===== src/rtl/mem_router.sv =====
// Memory-bus router: decodes each CPU request onto one of SLAVES address windows,
// tracks the selected slave, and returns error completions on decode miss or timeout.
module mem_router #(
  parameter int                            SLAVES     = 4,
  parameter int                            ADDR_WIDTH = 32,
  parameter int                            DATA_WIDTH = 32,
  parameter logic [SLAVES*ADDR_WIDTH-1:0]  BASE_ADDR  = '0,
  parameter logic [SLAVES*ADDR_WIDTH-1:0]  TOP_ADDR   = '0,
  parameter int                            TIMEOUT    = 1024
) (
  input  logic                          clk,
  input  logic                          rst,
  input  logic                          memory_valid,
  input  logic                          memory_instr,
  input  logic [ADDR_WIDTH-1:0]         memory_addr,
  input  logic [DATA_WIDTH-1:0]         memory_wdata,
  input  logic [DATA_WIDTH/8-1:0]       memory_wstrb,
  output logic [DATA_WIDTH-1:0]         memory_rdata,
  output logic                          memory_ready,
  output logic [SLAVES-1:0]             slave_valid,
  output logic                          slave_instr,
  output logic [ADDR_WIDTH-1:0]         slave_addr,
  output logic [DATA_WIDTH-1:0]         slave_wdata,
  output logic [DATA_WIDTH/8-1:0]       slave_wstrb,
  input  logic [SLAVES*DATA_WIDTH-1:0]  slave_rdata,
  input  logic [SLAVES-1:0]             slave_ready,
  output logic                          err_decode,
  output logic                          err_timeout
);

  localparam int STRB_WIDTH = DATA_WIDTH / 8;
  localparam int SEL_WIDTH  = (SLAVES > 1) ? $clog2(SLAVES) : 1;
  localparam int CNT_WIDTH  = $clog2(TIMEOUT);
  localparam logic [CNT_WIDTH-1:0] CNT_LAST = CNT_WIDTH'(TIMEOUT - 1);

  typedef enum logic [1:0] {
    ST_IDLE,
    ST_BUSY,
    ST_DERR,
    ST_TOUT
  } state_e;

  state_e                  state_q, state_d;
  logic [SEL_WIDTH-1:0]    sel_q, sel_d;
  logic [CNT_WIDTH-1:0]    cnt_q, cnt_d;
  logic [SLAVES-1:0]       valid_q, valid_d;
  logic                    instr_q, instr_d;
  logic [ADDR_WIDTH-1:0]   addr_q, addr_d;
  logic [DATA_WIDTH-1:0]   wdata_q, wdata_d;
  logic [STRB_WIDTH-1:0]   wstrb_q, wstrb_d;

  logic                    dec_hit;
  logic [SEL_WIDTH-1:0]    dec_sel;
  logic [ADDR_WIDTH-1:0]   dec_offset;
  logic                    sel_ready;
  logic [DATA_WIDTH-1:0]   sel_rdata;
  logic                    accept;

  function automatic logic [ADDR_WIDTH-1:0] win_base(input int idx);
    return BASE_ADDR[idx*ADDR_WIDTH +: ADDR_WIDTH];
  endfunction

  function automatic logic [ADDR_WIDTH-1:0] win_top(input int idx);
    return TOP_ADDR[idx*ADDR_WIDTH +: ADDR_WIDTH];
  endfunction

  // Scanning from the highest index down lets the lowest matching window win.
  always_comb begin
    dec_hit    = 1'b0;
    dec_sel    = '0;
    dec_offset = '0;
    for (int i = SLAVES - 1; i >= 0; i--) begin
      if ((win_base(i) < win_top(i)) &&
          (memory_addr >= win_base(i)) && (memory_addr < win_top(i))) begin
        dec_hit    = 1'b1;
        dec_sel    = SEL_WIDTH'(i);
        dec_offset = memory_addr - win_base(i);
      end
    end
  end

  always_comb begin
    sel_ready = 1'b0;
    sel_rdata = '0;
    for (int i = 0; i < SLAVES; i++) begin
      if (sel_q == SEL_WIDTH'(i)) begin
        sel_ready = slave_ready[i];
        sel_rdata = slave_rdata[i*DATA_WIDTH +: DATA_WIDTH];
      end
    end
  end

  assign accept = memory_valid && ((state_q != ST_BUSY) || sel_ready);

  // NOTE: every signal written here gets a default first, so no path can infer a latch.
  always_comb begin
    state_d      = state_q;
    sel_d        = sel_q;
    cnt_d        = cnt_q;
    valid_d      = '0;
    instr_d      = instr_q;
    addr_d       = addr_q;
    wdata_d      = wdata_q;
    wstrb_d      = wstrb_q;
    memory_ready = 1'b0;
    memory_rdata = '0;
    err_decode   = 1'b0;
    err_timeout  = 1'b0;

    case (state_q)
      ST_BUSY: begin
        memory_ready = sel_ready;
        memory_rdata = sel_rdata;
        if (sel_ready) begin
          state_d = ST_IDLE;
        end else if (cnt_q == CNT_LAST) begin
          state_d = ST_TOUT;
        end else begin
          cnt_d = cnt_q + 1'b1;
        end
      end
      ST_DERR: begin
        memory_ready = 1'b1;
        err_decode   = 1'b1;
        state_d      = ST_IDLE;
      end
      ST_TOUT: begin
        memory_ready = 1'b1;
        err_timeout  = 1'b1;
        state_d      = ST_IDLE;
      end
      default: state_d = ST_IDLE;
    endcase

    // A request accepted in a completion cycle overrides the return to idle.
    if (accept) begin
      if (dec_hit) begin
        state_d = ST_BUSY;
        sel_d   = dec_sel;
        cnt_d   = '0;
        valid_d = SLAVES'(1) << dec_sel;
        instr_d = memory_instr;
        addr_d  = dec_offset;
        wdata_d = memory_wdata;
        wstrb_d = memory_wstrb;
      end else begin
        state_d = ST_DERR;
      end
    end
  end

  // NOTE: state registers use non-blocking assignments so every flop samples pre-edge values.
  always_ff @(posedge clk) begin
    if (rst) begin
      state_q <= ST_IDLE;
      sel_q   <= '0;
      cnt_q   <= '0;
      valid_q <= '0;
      instr_q <= 1'b0;
      addr_q  <= '0;
      wdata_q <= '0;
      wstrb_q <= '0;
    end else begin
      state_q <= state_d;
      sel_q   <= sel_d;
      cnt_q   <= cnt_d;
      valid_q <= valid_d;
      instr_q <= instr_d;
      addr_q  <= addr_d;
      wdata_q <= wdata_d;
      wstrb_q <= wstrb_d;
    end
  end

  assign slave_valid = valid_q;
  assign slave_instr = instr_q;
  assign slave_addr  = addr_q;
  assign slave_wdata = wdata_q;
  assign slave_wstrb = wstrb_q;

endmodule


===== config.mk =====
export PLATFORM = sky130hd
export DESIGN_NAME = mem_router
export DESIGN_NICKNAME = d
export VERILOG_FILES = /design/src/rtl/mem_router.sv
export SDC_FILE = /design/constraint.sdc
export NUM_CORES = 1
export LEC_CHECK = 0
export BUFFER_PORTS_ARGS = -buffer_cell sky130_fd_sc_hd__buf_2
export CAP_MARGIN = 20
export CORE_AREA = 2 2 122 124
export DETAILED_ROUTE_END_ITERATION = 8
export DIE_AREA = 0 0 124 126
export HOLD_SLACK_MARGIN = 0.12
export PLACE_DENSITY = 0.38
export REMOVE_ABC_BUFFERS = 1
export SLEW_MARGIN = 15
export SYNTH_ARGS = -nofsm -noshare
export SYNTH_HDL_FRONTEND = slang
export SYNTH_SLANG_ARGS = --single-unit

===== constraint.sdc =====
create_clock -name clk -period 1.38 [get_ports clk]
set_input_delay 0.069 -clock clk [delete_from_list [all_inputs] [get_ports clk]]
set_output_delay 0.069 -clock clk [all_outputs]
set_load 0.01 [all_outputs]

# == Word-level counts from Yosys, hierarchy flattened ==
# Index checks and enable logic that the tools add are counted.
# W data, S select, Z words.
# totals
reg_bits,12
# classes
n_eq_ne,6
n_mux,8
n_addsub,1
bitwise_logic,3
n_reduce_logical,5
# op_table
cell,n
$mux W32,1
$add A10 B1 Y10 const B,1
$eq A10 B10 Y1 const B,1
$mux W2,4
$eq A2 B2 Y1 const B,2
$ne A4 B4 Y1 const B,1
$reduce_or A4 Y1,1
$not A1 Y1,3
$reduce_and A3 Y1,1
$eq A2 B1 Y1 const B,1
$mux W1,2
$ne A2 B1 Y1 const B,1
$pmux W1 S2,1
$reduce_or A2 Y1,1
$logic_and A1 B1 Y1,1
$logic_or A1 B1 Y1,1

# == Longest topological paths before layout ==
# Gate-level depths: netlist (run 1).
# logic_depth
ltp_word,5
mapped_depth,5
depth_no_buf,5

# == Least setup slack after synthesis (run 1) ==
# No wires, ideal clock.
# synth_path
kind,register to register
start,reg state_q[0]
end,reg cnt_q[9]
slack_ns,-0.070
t_arrival_ns,1.379
setup_time_ns,0.071
path_stages_with_launch,5
cell_sequence,dfxtp_1 -> nor3b_4 -> nand4_4 -> or4b_1 -> a21oi_1
# synth_between
elab_chain_cells,2
# synth_rtl
item,line_no,rtl
from (decl),43,"state_e state_q, state_d;"
from (signal assigned),164,state_q <= state_d;
$eq A2 B1 Y1,110,case (state_q)
$reduce_and A3 Y1 (no source line),--,
to (signal assigned),166,cnt_q <= cnt_d;
to (decl),45,"logic [CNT_WIDTH-1:0] cnt_q, cnt_d;"
# No other way between the ends.
# A chain may end at the register's enable or synchronous reset.

# == Worst setup path after layout (run 1) ==
# layout_path
start,reg state_q[0]
end,reg cnt_q[7]
# Same word-level chain as after synthesis.

==> results of run 1 <==
cell type report:
type / instances / area [um2]
multi-input cells: 156 / 954.7
flip-flops and latches: 12 / 249.0
diodes: 1 / 2.502
repair buffers: 99 / 862.1
well taps: 184 / 230.2
inverters: 3 / 11.26
fillers: 1616 / 11920
clock buffers: 4 / 88.84
final timing paths:
kind / from / endpoint / slack [ns]
min reg2reg: cnt_q[7] / cnt_q[7] / 0.47
max: state_q[0] / cnt_q[7] / -0.04
min: rst / cnt_q[4] / 0.14
max reg2reg: state_q[0] / cnt_q[7] / -0.04
per-layer routing:
| metal | routed length (um) | track usage | vias to the layer above |
|---|---|---|---|
| met3 | 429 | 0.01223 | 4 |
| met5 | 0 | 0 | - |
| met1 | 1555 | 0.05146 | 587 |
| li1 | - | - | 626 |
| met4 | 39 | 0.01520 | 0 |
| met2 | 2172 | 0.08662 | 83 |
repair_timing:
item / CTS / global route
setup buffers: 8 / 1
gates cloned: 3 / 0
hold buffers: 1 / 0
pin swaps: 38 / 12
resized for setup: 69 / 23
endpoints found under the hold margin: 1 / 0
endpoints found under the setup margin: 39 / 43
worst max-delay path, delay by kind of cell (launching register included):
| family | cells | cell delay (ns) |
|---|---|---|
| AND/OR/NAND/NOR | 2 | 0.40 |
| flip-flops | 1 | 0.33 |
| AO/OA/AOI/OAI | 2 | 0.29 |
| buffers and inverters | 2 | 0.28 |
state kept, by name, summed over array words and instances, names as in the netlist:
name	flops
cnt_q	10
state_q	2
kinds of logic (layout without fill, tap and decap cells):
family / count (synthesis) / in the layout
flops: 12 / 12
xor+xnor: 4 / 4
buf+inv: 80 / 106
other cells: 1 / 74
compound gates: 12 / 12
fa+ha+maj: 1 / 1
mux: 1 / 1
simple gates: 65 / 65
through the flow:
step	power, uW	util	area (um2)
after detailed placement	509.6	0.1262	1807
after CTS	1125	0.1608	2302
final	1122	0.1676	2399
after global routing	1176	0.1674	2396
after global placement	509.3	0.1262	1807
after floorplan	450.5	-	1076
layout by cell type (no fill, tap or decap), types with 4 or more instances in the layout:
cell type | netlist | layout
conb_1 | 1 | 73
buf_2 | 0 | 38
buf_6 | 0 | 37
and2_4 | 0 | 32
buf_4 | 73 | 19
nor2_1 | 11 | 10
dfxtp_2 | 0 | 7
dfxtp_1 | 12 | 5
a21oi_1 | 4 | 4
power groups by stage:
stage               clock (uW)  sequential [uW]  combinational, uW
finish                     603              351                168
global placement             0              357                152
global route               636              351                190
detailed placement           0              357                152
CTS                        613              351                161
floorplan                    0              358               92.6
==> reports/metrics.csv, run 1 <==
metric,value,unit
netSwitchingPower,288.4,uW
finClkSkew,0.002819,ns
clkTransAtPathRegs,0.05,ns
ys_ff_latch,12,
arrival,1.54,ns
ios,312,
grt.overflow.total,0,
initial_utilization,0.09563,
drt-wirelength-per-cell,9.144,um
rows,44,
async_flop_share,0,
end_kind,flop,
first_pass_iters,4,
p_per_area,468.0,nW/um2
hold-worst-slack,0.1414,ns
cap_viol_max_count,0,
status,"complete, but fails checks",
yosys-top-cells-area,"buf_4 (40%), dfxtp_1 (18%), and2_1 (16%)",
crit_path_max_incr_delay,0.33,ns
track_usage,0.04697,
yosysSeqAreaShare,0.1755,
synth_edf_count,0,
period_share,1.027,
core,14310,um2
grt_max_degree,13,
grt_pass1_wl,5547,um
grt_setup_unrepaired,true,
yosys_warnings,0,
cts-root-buf,clkbuf_16,
hpwlAfterDp,2964,um
htree_levels,1,
synth_ff_type,dfxtp_1,
antenna_found_initial,1,
io_buffers,70,
muxShareOfSynthArea,0.007313,
synth_fa_ha_area_frac,0.009141,
grt_pass1_vias,1156,
synth.distinct_cells,30,
path_max_fanout,5,
cp-start-kind,flop,
dp.cells,443,
min_path_type,in2reg,
cp_slowest_cell,dfxtp_2,
tns,-0.1354,ns
drive_gt1_frac,0.5474,
pwr-share-seq,0.313,
path_cells,nor3b_4 > nand4_4 > buf_4 > buf_6 > o31ai_2 > a21oi_1,
yosysMostFrequentCell,buf_4,
pwr-share-clk,0.538,
finalCriticalPeriod,1.418,ns
drtIter0Drc,21,
ir_worst_vdd,441.7,uV
cts_tree,done,
power_frac_comb,0.150,
numCtsBuffers,3,
p_int,834.1,uW
vias,1300,
violations,setup timing,
synth_common_cells,"buf_4 (73), and2_1 (35), dfxtp_1 (12)",
drv_slew,0,
numClockSinks,12,
worstRegToRegCells,6,
crit_type,reg2reg,
worstHoldPathCells,2,
netlist_instances,176,
area_growth,75.23,%
netlist.area_leader.share,0.4004,
syn_area,1369,um2
drt-total-wl,4197,um
fin_nets,480,
synth_area_per_cell,7.777,um2
synth_top_family_by_area,buffers and inverters,
die_w,124,um
synthXorXnorAreaFrac,0.02559,
dieArea,15620,um2
synth-simple-area-share,0.2989,
crit_required,1.50,ns
setup_violations,18,
clk-insertion-delay-late,0.24,ns
switching_share,0.2569,
route.detailed.drc,0,
viasPerCell,2.832,
p_leak,0.001167,uW
fp.dieH,126,um
gp_congestion,0.6455,
synth-compound-area-share,0.06124,
fin_cells,459,
antenna_left,0,
yosysTopAreaCell,buf_4,
max_freq,0.7054,GHz
hold_viol,0,
final.setup.worst_slack,-0.03767,ns
cts.path.max_buffers,2,
post-place-ws,-0.09006,ns
Power figures use the tool's default switching activity.
==> run 2: changes to the inputs <==
--- a/config.mk
+++ b/config.mk
@@ -12,7 +12,6 @@
 export DIE_AREA = 0 0 124 126
 export HOLD_SLACK_MARGIN = 0.12
 export PLACE_DENSITY = 0.38
-export REMOVE_ABC_BUFFERS = 1
 export SLEW_MARGIN = 15
 export SYNTH_ARGS = -nofsm -noshare
 export SYNTH_HDL_FRONTEND = slang
==> run 2 against run 1 <==
The flow now finishes without violations; flip-flop and latch count unchanged; clock power decreased by 2%; wire length decreased by 24%; register-to-register slack improved by 0.04 ns; non-clock buffer count decreased by 12; global-route usage decreased by 1.3 points; utilization decreased by 3.1 points; fmax increased by 2.9%; sequential share of layout area increased by 2.3 points; sequential power about the same; via count decreased by 6.1%; worst setup slack improved by 0.040 ns; critical endpoint is now cnt_q[9].
==> reports/metrics.csv, run 2 (same netlist as run 1, synthesis figures left out) <==
metric,value,unit,change
status,finished clean,,
grt_setup_unrepaired,true,,
antenna_found_initial,0,,-1
grt.overflow.total,0,,unchanged
fin_nets,468,,-2.5%
antenna_left,0,,unchanged
nFillCells,1644,,+1.7%
arrival,1.55,ns,about the same
first_pass_iters,4,,unchanged
track_usage,0.03399,,-0.01298
drt-total-wl,3197,um,-24%
drv_slew,0,,unchanged
crit_required,1.55,ns,+0.05 ns
viasPerCell,2.732,,-3.6%
drive_gt1_frac,0.4122,,-0.1352
multi_input_area,868.3,um2,-9.0%
hold-worst-slack,0.1254,ns,-0.01599 ns
setup_violations,0,,-18
grt_pass1_vias,924,,-20%
drtIter0Drc,26,,+24%
cts-root-buf,clkbuf_16,,
gp_congestion,0.6881,,+6.6%
route.detailed.drc,0,,unchanged
grt_pass1_wl,4257,um,-23%
ios,312,,unchanged
finalCoreUtilization,0.1362,,-0.03138
p_leak,0.001029,uW,-12%
path_max_fanout,5,,unchanged
numCtsBuffers,3,,unchanged
p_per_area,564.8,nW/um2,+21%
end_kind,flop,,
finClkSkew,0.003278,ns,+0.0004589 ns
period_share,0.9984,,-0.02889
final_cell_mix,"conb_1 (73), buf_2 (69), and2_1 (33), buf_4 (15), nor2_1 (10)",,
area_growth,42.41,%,
clkTransAtPathRegs,0.05,ns,about the same
cts.path.max_buffers,2,,unchanged
grt_max_degree,23,,+10
rows,44,,unchanged
die_w,124,um,unchanged
vias,1221,,-6.1%
layout_commonest_cell,conb_1,,
drt-wirelength-per-cell,7.152,um,-22%
hpwlAfterDp,2757,um,-7.0%
finalCriticalPeriod,1.378,ns,-0.03987 ns
io_buffers,70,,unchanged
numClockSinks,12,,unchanged
clk-insertion-delay-late,0.24,ns,about the same
cp-start-kind,flop,,
cap_viol_max_count,0,,unchanged
crit_type,reg2reg,,
min_path_type,in2reg,,
cts_tree,done,,
ir_worst_vdd,502.1,uV,+14%
top_regs,"cnt_q: 10 flops, state_q: 2 flops",,
max_freq,0.7258,GHz,+2.9%
htree_levels,1,,unchanged
initial_utilization,0.09563,,unchanged
regMostFlops,cnt_q,,
fp.dieH,126,um,unchanged
hold_viol,0,,unchanged
seq_area,247.7,um2,-0.50%
core,14310,um2,unchanged
largest_register_ffs,10,,unchanged
dieArea,15620,um2,unchanged
run 2: cell types whose count changed in the layout (fill, tap and decap cells not counted), moves of 3 or more:
| cell | before | now |
|---|---|---|
| buf_6 | 37 | 2 |
| buf_2 | 38 | 69 |
| and2_1 | 3 | 33 |
| and2_4 | 32 | 2 |
| buf_4 | 19 | 15 |
| buf_16 | 3 | 0 |
run 2: layout make-up:
| class | count | share of cell area |
|---|---|---|
| multi-input cells | 156 | 0.4454 |
| repair buffers | 87 | 0.2567 |
| flip-flops and latches | 12 | 0.1271 |
| well taps | 184 | 0.1181 |
| clock buffers | 4 | 0.04557 |
| inverters | 3 | 0.005777 |
| diodes | 1 | 0.001284 |
run 2: stage by stage:
stage / instance area (um2) / setup WS [ns] / TNS (ns) / total power [uW] / cells
floorplan: 1639 / -0.06450 / -0.1489 / 607.8 / 248
global placement: 1777 / -0.05443 / -0.1501 / 512.5 / 441
detailed placement: 1777 / -0.07035 / -0.1410 / 512.9 / 441
CTS: 1932 / -0.01780 / -0.04622 / 1124 / 446
global route: 1947 / -0.08864 / -1.698 / 1154 / 446
finish: 1949 / 0.002203 / 0 / 1101 / 447
run 2: final timing paths:
| path | to | depth (start not counted) | slack, ns | startpoint |
|---|---|---|---|---|
| max | cnt_q[9] | 4 | 0.002 | state_q[1] |
| min | state_q[1] | 3 | 0.13 | memory_valid |
| max reg2reg | cnt_q[9] | 4 | 0.002 | state_q[1] |
| min reg2reg | cnt_q[5] | 2 | 0.48 | cnt_q[5] |
run 2: worst max-delay path, cell delays in order (launching register included):
cell and delay [ns]:
dfxtp_2 0.32, nor3b_4 0.23, nand4_4 0.13, or4b_1 0.48, a21oi_1 0.14
run 2: metal layers:
layer | vias to the layer above | part of all wire | GRT usage
met4 | 0 | 0 | 0
met5 | - | 0 | 0
met1 | 539 | 0.44 | 0.04549
met3 | 0 | 0.13 | 0.01223
met2 | 90 | 0.43 | 0.05591
li1 | 592 | - | -
run 2: repair_timing:
action | 4_1_cts | 5_1_grt
pin swaps | 6 | 9
setup buffers | 1 | 0
hold endpoints to repair | 0 | 0
endpoints found under the setup margin | 36 | 41
gates cloned | 0 | 0
gates resized for setup | 17 | 4
hold buffers | 0 | 0
run 2: power breakdown:
group	switching, uW	internal (uW)	leakage [uW]
combinational	119	41.7	0.000885
sequential	1.45	350	0.0000997
clock	152	437	0.0000442
